**src/rtl/fp_pkg.sv**
```systemverilog
// Shared definitions for the fixed-point BCD entry path: digit count,
// command encodings and entry state enum.
package fp_pkg;

  localparam int unsigned NDIG  = 12;
  localparam int unsigned BCD_W = 4 * NDIG;
  localparam int unsigned CNT_W = 4;

  localparam logic [1:0] CMD_DIGIT     = 2'b00;
  localparam logic [1:0] CMD_ENTER     = 2'b01;
  localparam logic [1:0] CMD_CLEAR     = 2'b10;
  localparam logic [1:0] CMD_BACKSPACE = 2'b11;

  typedef enum logic [1:0] {
    ST_IDLE  = 2'b00,
    ST_ENTRY = 2'b01,
    ST_HOLD  = 2'b10
  } state_t;

endpackage

```
**src/rtl/fp_bcd_entry.sv**
```systemverilog
// Digit-entry front end: assembles up to NDIG BCD digits, MSD first, into a
// packed fraction and presents it to fp_bcd2bin on ENTER.
// Optional macro FP_ENTRY_BACKSPACE_EN enables digit removal on BACKSPACE;
// without it BACKSPACE is rejected with an err pulse.
module fp_bcd_entry
  import fp_pkg::*;
(
  input  logic             clk,
  input  logic             rst_n,
  input  logic             in_valid,
  output logic             in_ready,
  input  logic [1:0]       in_cmd,
  input  logic [3:0]       in_digit,
  output logic             out_valid,
  input  logic             out_ready,
  output logic [BCD_W-1:0] fp_bcd,
  output logic [CNT_W-1:0] digit_cnt,
  output logic             err
);

  state_t state;

  // Commands are only taken while not presenting a result.
  assign in_ready = (state != ST_HOLD);

  // Entry state, digit register and registered outputs in one process.
  always_ff @(posedge clk or negedge rst_n) begin
    if (!rst_n) begin
      state     <= ST_IDLE;
      fp_bcd    <= '0;
      digit_cnt <= '0;
      out_valid <= 1'b0;
      err       <= 1'b0;
    end else begin
      err <= 1'b0;
      case (state)
        ST_IDLE, ST_ENTRY: begin
          if (in_valid) begin
            case (in_cmd)
              CMD_DIGIT: begin
                if ((digit_cnt < CNT_W'(NDIG)) && (in_digit <= 4'd9)) begin
                  for (int unsigned i = 0; i < NDIG; i++) begin
                    if (digit_cnt == CNT_W'(i)) begin
                      fp_bcd[4*(NDIG-i)-1 -: 4] <= in_digit;
                    end
                  end
                  digit_cnt <= digit_cnt + CNT_W'(1);
                  state     <= ST_ENTRY;
                end else begin
                  err <= 1'b1;
                end
              end
              CMD_ENTER: begin
                state     <= ST_HOLD;
                out_valid <= 1'b1;
              end
              CMD_CLEAR: begin
                fp_bcd    <= '0;
                digit_cnt <= '0;
                state     <= ST_IDLE;
              end
              default: begin
`ifdef FP_ENTRY_BACKSPACE_EN
                if (digit_cnt != '0) begin
                  for (int unsigned i = 0; i < NDIG; i++) begin
                    if (digit_cnt == CNT_W'(i + 1)) begin
                      fp_bcd[4*(NDIG-i)-1 -: 4] <= 4'd0;
                    end
                  end
                  digit_cnt <= digit_cnt - CNT_W'(1);
                  state     <= (digit_cnt == CNT_W'(1)) ? ST_IDLE : ST_ENTRY;
                end else begin
                  err <= 1'b1;
                end
`else
                err <= 1'b1;
`endif
              end
            endcase
          end
        end
        ST_HOLD: begin
          // Result is consumed on the output handshake; start a fresh entry.
          if (out_ready) begin
            fp_bcd    <= '0;
            digit_cnt <= '0;
            out_valid <= 1'b0;
            state     <= ST_IDLE;
          end
        end
        default: begin
          state <= ST_IDLE;
        end
      endcase
    end
  end

endmodule

```
**config.mk**
```make
export PLATFORM = sky130hd
export DESIGN_NAME = fp_bcd_entry
export DESIGN_NICKNAME = d
export VERILOG_FILES = /design/src/rtl/fp_pkg.sv /design/src/rtl/fp_bcd_entry.sv
export SDC_FILE = /design/constraint.sdc
export NUM_CORES = 1
export LEC_CHECK = 0
export CAP_MARGIN = 20
export CORE_ASPECT_RATIO = 1.75
export CORE_MARGIN = 5
export CORE_UTILIZATION = 44
export DETAILED_ROUTE_END_ITERATION = 10
export PLACE_DENSITY = 0.76
export SYNTH_ARGS = -nofsm -noshare
export SYNTH_HDL_FRONTEND = slang
export SYNTH_SLANG_ARGS = --single-unit
```
**constraint.sdc**
```tcl
create_clock -name clk -period 1.3 [get_ports clk]
set_input_delay 0.195 -clock clk [delete_from_list [all_inputs] [get_ports clk]]
set_output_delay 0.195 -clock clk [all_outputs]
set_load 0.01 [all_outputs]
```
# After elaboration in Yosys (flattened, before gate mapping)

Cells that the tools add are included.
Widths: inputs -> output; s select.

Flip-flop bits (word level): 56
Bits of input ports: 10
Logic and storage cells: 110

$add $sub $neg: 1
Magnitude comparators: 2
Equal/unequal tests: 34
Multiplexer cells: 35
Reductions and logical operators: 22

Operators by type and width:

| cell                | number |
|---|---|
| $pmux 48 s2         | 2 |
| $mux 48             | 3 |
| $reduce_and 6->1    | 12 |
| $mux 4              | 15 |
| $ne 3x3->1 const B  | 13 |
| $eq 4x3->1 const B  | 4 |
| $eq 4x4->1 const B  | 4 |
| $pmux 4 s2          | 2 |
| $eq 4x2->1 const B  | 2 |
| $reduce_and 4->1    | 2 |
| $mux 1              | 6 |
| $mux 2              | 3 |
| $ne 2x2->1 const B  | 3 |
| $pmux 2 s3          | 1 |
| $reduce_and 5->1    | 1 |
| $add 4x1->4 const B | 1 |
| $eq 2x1->1 const B  | 2 |
| $eq 2x2->1 const B  | 2 |
| $eq 4x1->1 const B  | 1 |
| $le 4x4->1 const B  | 1 |
| $logic_not 2->1     | 2 |
| $logic_not 4->1     | 1 |
| $lt 4x4->1 const B  | 1 |
| $ne 4x1->1 const B  | 1 |
| 7 further kinds     | 9 |

# Depth between registers and ports, before layout

Depth in word-level cells: 6
Gate-level depth with buffers: 8
Gate-level depth less buffers: 6

# Worst setup path after synthesis

OpenSTA, ideal clock, no wires.

Path kind: input-to-reg
Start point: input port in_cmd[1]
End point: register fp_bcd[37]
Setup time: 0.123 ns
Arrival: 1.332 ns
Data required time: 1.177 ns
Path slack: -0.155 ns
Stages on the path: 7
Buffers on the path: 1
Path through: inv_1 ha_1 o21ai_2 o21a_2 buf_6 or2_4 o2bb2ai_1

Word-level cells in the longest chain between the ends: 4

Ends and longest elaborated chain:

| element                                       | line               | RTL |
|---|---|---|
| start: declaration                            | fp_bcd_entry.sv:12 | `input logic [1:0] in_cmd,` |
| $eq 2x2->1 or $logic_not 2->1 (tied branches) | fp_bcd_entry.sv:39 | `case (in_cmd)` |
| $pmux 48 s2                                   | fp_bcd_entry.sv:39 |  |
| $mux 48                                       | fp_bcd_entry.sv:38 | `if (in_valid) begin` |
| $pmux 48 s2                                   | fp_bcd_entry.sv:36 | `case (state)` |
| end signal: indexed assignment                | fp_bcd_entry.sv:44 | `fp_bcd[4*(NDIG-i)-1 -: 4] <= in_digit;` |
| end: declaration                              | fp_bcd_entry.sv:16 | `output logic [BCD_W-1:0] fp_bcd,` |

Several ways; a longest one is shown, not always the timed one. The select of a mux whose other input is x is not followed.
A chain may end at the register's enable or synchronous reset.

# Worst setup path in the final report

Start point: register state[1]
End point: register fp_bcd[3]

Word-level cells in the longest chain between the ends: 4

Ends and longest elaborated chain:

| element                                       | line               | RTL |
|---|---|---|
| start: declaration                            | fp_bcd_entry.sv:21 | `state_t state;` |
| start signal: assignment                      | fp_bcd_entry.sv:29 | `state <= ST_IDLE;` |
| start signal: assignment                      | fp_bcd_entry.sv:48 | `state <= ST_ENTRY;` |
| start signal: assignment                      | fp_bcd_entry.sv:54 | `state <= ST_HOLD;` |
| $eq 2x1->1 or $logic_not 2->1 (tied branches) | fp_bcd_entry.sv:36 |  |
| $reduce_or 2->1                               | fp_bcd_entry.sv:36 |  |
| $ne 3x3->1 (no line) (tied with other cells)  | -                  |  |
| $reduce_and 6->1 (no line)                    | -                  |  |

Several ways; a longest one is shown, not always the timed one.

==> flow_results.org <==
** Outcome
- The flow ran to the end, but the final reports show violations.
- The final reports fail on setup timing.

** CTS
- Clock sinks :: 56
- Buffer type at the clock tree root :: sky130_fd_sc_hd__clkbuf_8
- Clock latency at the later pin of the worst-skew pair :: 0.31 ns
- In this run the number of H-tree levels came out at 2.
- Clock tree synthesis inserted a total of 5 buffers.
- TritonCTS clock tree :: done
- Bufs on Longest Clock Path :: 2
- Clock transition time at the flip-flop clock pins of the worst setup and hold paths :: 0.10 ns

** Worst setup path
- The critical path starts at state[1].
- Along the worst path, the maximum fanout reaches 8.
- Setup slack on the worst reg-to-reg path comes out at -0.45 ns.
- The worst register-to-register path ends at fp_bcd[3].
- Critical Path RT :: 1.53 ns
- Startpoint of the lowest-slack register-to-register path :: state[1]
- Endpoint class of the critical path :: flip-flop
- Measured in cells, the most critical reg-to-reg path has a length of 7.
- The critical path is of the reg2reg type.
- Startpoint type of the worst setup path :: flip-flop
- STA puts the critical path data arrival time at 1.98 ns.

** Route
- Number of iterations in the first detailed-routing pass :: 4
- Routed WL :: 9.50 mm
- Total via count in the routed design :: 2392
- Antenna viol nets, final :: 0
- Number of DRC markers in iteration 0 :: 152
- For this run, design rule violations remaining after detail routing come to 0.
- WL per Instance :: 22.6 um
- Dividing the detail-routed via count by the number of cells gives 5.68.

** Min path
- In this run the worst hold path is classified as in2async.

** Power
- The completed layout was analyzed and its total power is 0.00704 W.
- Largest vdd supply drop :: 0.00142 V
- In this run the power density over the cells is 1510 nW/um2.
- Leak Pwr :: 2.07 nW

** Timing
- Number of setup violations in the final report :: 55
- The count of pins over their slew limit is 0.
- For the pin with the worst max-slew slack, the measured transition is 0.393 ns.
- Unrepaired setup endpoints after global routing :: true
- Post-layout min period :: 1.75 ns
- The worst pin sits at a relative slew slack of 0.737.
- After layout, the worst setup slack is -0.449 ns.
- Clock skew on the completed layout was measured at 0.00695 ns.
- Of the available clock period, the critical path in the final layout requires 1.35.
- The number of hold violations in the final report was 0.
- Upper clock frequency limit :: 572 MHz

** Yosys
- By area the synthesized netlist is led by sky130_fd_sc_hd__dfrtp_1, sky130_fd_sc_hd__o2bb2ai_1, sky130_fd_sc_hd__ha_1.
- The most used flip-flop cell after synthesis is sky130_fd_sc_hd__dfrtp_1.
- Number of synthesized flops with an enable pin :: 0
- Number of instances in the synthesized netlist :: 201
- Syn Area/Cell :: 12.9 um2
- During synthesis, Yosys emitted a total of 0 warnings.
- In this run, distinct cell masters in the synthesized netlist total 37.
- The mapped netlist covers 2590 um2.
- Area share of the leading cell type in the synthesized netlist :: 0.542
- The share of the Yosys chip area taken by registers is 0.542.
- Largest area contributor in the synthesized netlist :: sky130_fd_sc_hd__dfrtp_1
- In this run, synthesis produced a sequential element count of 56.
- Post-synth ARST share :: 1.00
- Post-synthesis net count :: 219

** Floorplan
- Chip Height :: 111 um
- Die area :: 7570 um2
- Die Wd :: 68.0 um
- Initial core utilization :: 0.447
- The core region is 5790 um2.
- Row count :: 37
- Total I/O pin count :: 65

** Global route
- Antenna violations before repair :: 0
- Global routing finished with a remaining overflow of 0.
- The first global-routing pass estimated 13.1 mm of wire.
- Pin count of the biggest net entering global routing :: 57
- The via count of the first global-routing pass is 2503.
- Aggregate global-route resource usage :: 0.230

** Layout
- Excluding fillers, the count of instances in the completed layout stands at 421.
- Total number of nets in the final design :: 360
- The repair_antennas step left the layout with diodes totalling 0.
- Of the cells placed in the final design, the portion with a size suffix greater than 1 is 0.580.
- Final std cell area, no fill :: 4670 um2
- Final standard cell utilization of the core :: 0.807
- Area overhead of the layout relative to synthesis :: 80.5%

** Place
- Once placement finished, the instance area stood at 3830 um2.
- In this run the tool buffered the top-level ports with 64 buffer cells.
- Routability Congestion :: 0.788
- The wire-length estimate of the detail-placed layout is 5.27 mm.
- Placed instance count :: 384

** Flow run
- Max-cap violations in this run came to 0.
==> worst max-delay path, cell delays in order (launching register included) <==
cell and delay (ns):
sky130_fd_sc_hd__dfrtp_2 0.43, sky130_fd_sc_hd__buf_6 0.13, sky130_fd_sc_hd__buf_6 0.11, sky130_fd_sc_hd__nand2b_4 0.19, sky130_fd_sc_hd__buf_12 0.16, sky130_fd_sc_hd__a41oi_4 0.35
sky130_fd_sc_hd__o21ai_1 0.17, sky130_fd_sc_hd__o21ai_0 0.12
==> cells in the mapped netlist, types with 2 or more instances <==
cell type                   instances
sky130_fd_sc_hd__dfrtp_1           56
sky130_fd_sc_hd__o2bb2ai_1         43
sky130_fd_sc_hd__o21ai_0           14
sky130_fd_sc_hd__ha_1               8
sky130_fd_sc_hd__inv_1              8
sky130_fd_sc_hd__nand3_1            6
sky130_fd_sc_hd__buf_6              5
sky130_fd_sc_hd__or2_4              5
sky130_fd_sc_hd__a31oi_1            4
sky130_fd_sc_hd__a31oi_4            4
sky130_fd_sc_hd__buf_2              4
sky130_fd_sc_hd__or2_1              4
sky130_fd_sc_hd__a21oi_1            3
sky130_fd_sc_hd__a31oi_2            3
sky130_fd_sc_hd__nand2_1            3
sky130_fd_sc_hd__nor3_1             3
sky130_fd_sc_hd__nand2b_1           2
sky130_fd_sc_hd__nand3b_1           2
sky130_fd_sc_hd__nor2_2             2
sky130_fd_sc_hd__nor2b_1            2
sky130_fd_sc_hd__o21ai_1            2
sky130_fd_sc_hd__o21ai_2            2
sky130_fd_sc_hd__o22ai_1            2
==> registers in the layout, summed over array words and instances, names as in the netlist <==
signal	count
digit_cnt	4
err	1
fp_bcd	48
out_valid	1
state	2
==> through the flow <==
stage | setup WS, ns | TNS, ns | hold slack (ns)
after floorplan | -0.0813 | -3.29 | -0.101
after global placement | -0.684 | -34.73 | 0.209
after detailed placement | -0.753 | -37.92 | 0.221
after CTS | -0.267 | -11.64 | 0.423
after global routing | -0.527 | -17.62 | 0.403
final | -0.449 | -16.20 | 0.391
==> placed cells by master, fill, tap and decap left out, types with 3 or more instances in the layout <==
cell type	count
sky130_fd_sc_hd__o21ai_4	4
sky130_fd_sc_hd__nand3_4	5
sky130_fd_sc_hd__dlygate4sd2_1	54
sky130_fd_sc_hd__inv_1	4
sky130_fd_sc_hd__o21ai_0	3
sky130_fd_sc_hd__buf_12	9
sky130_fd_sc_hd__o21ai_2	3
sky130_fd_sc_hd__ha_4	6
sky130_fd_sc_hd__or2_4	9
sky130_fd_sc_hd__buf_4	53
sky130_fd_sc_hd__clkdlybuf4s50_1	3
sky130_fd_sc_hd__o2bb2ai_2	43
sky130_fd_sc_hd__dfrtp_1	51
sky130_fd_sc_hd__clkbuf_8	5
sky130_fd_sc_hd__a31oi_4	8
sky130_fd_sc_hd__nand2b_4	4
sky130_fd_sc_hd__dfrtp_2	5
sky130_fd_sc_hd__o21ai_1	9
sky130_fd_sc_hd__buf_6	12
==> worst max-delay path by stage <==
stage                    to  slack (ns)  cells past startpoint
6_report          fp_bcd[3]       -0.45                      7
5_1_grt           fp_bcd[3]       -0.53                      7
4_1_cts        digit_cnt[1]       -0.27                      7
3_5_place_dp     fp_bcd[17]       -0.75                      7
3_3_place_gp     fp_bcd[31]       -0.68                      7
2_1_floorplan    fp_bcd[36]       -0.08                      7
==> timing repair <==
item                       CTS  global route
gates resized for setup    136            40
gates cloned                 1             1
buffers inserted            15            11
setup endpoints to repair  110            58
hold buffers                 1             0
pin swaps                   22            13
hold endpoints to repair    56             0
==> kinds of logic after synthesis <==
kind of cell / Yosys count / share of synthesized area
AOI/OAI and AO/OA: 85 / 0.289
DFF: 56 / 0.542
and+or+nand+nor: 35 / 0.0899
buffers and inverters: 17 / 0.0411
adders and majority gates: 8 / 0.0387
==> layout make-up <==
cell class	instances	area [um2]
Clock inverter	3	21.3
Tap cell	78	97.6
Timing Repair Buffer	142	1340
Sequential cell	56	1410
Fill cell	334	1120
Multi-Input combinational cell	129	1700
Inverter	8	38.8
Clock buffer	5	68.8
==> per-layer routing <==
| metal | GRT usage | share of wire | vias to the layer above |
|---|---|---|---|
| met4 | 0.0916 | 0.038 | 0 |
| met3 | 0.0262 | 0.036 | 25 |
| li1 | - | - | 1052 |
| met1 | 0.269 | 0.35 | 1228 |
| met5 | 0 | 0 | - |
| met2 | 0.409 | 0.58 | 87 |
==> power by group <==
part	switching [W]	internal (W)	leakage, nW
Clock	0.000597	0.000384	0.0445
Combinational	0.00166	0.00183	1.32
Sequential	0.000376	0.00219	0.712
Note: power is estimated with default switching activity, not from simulation.
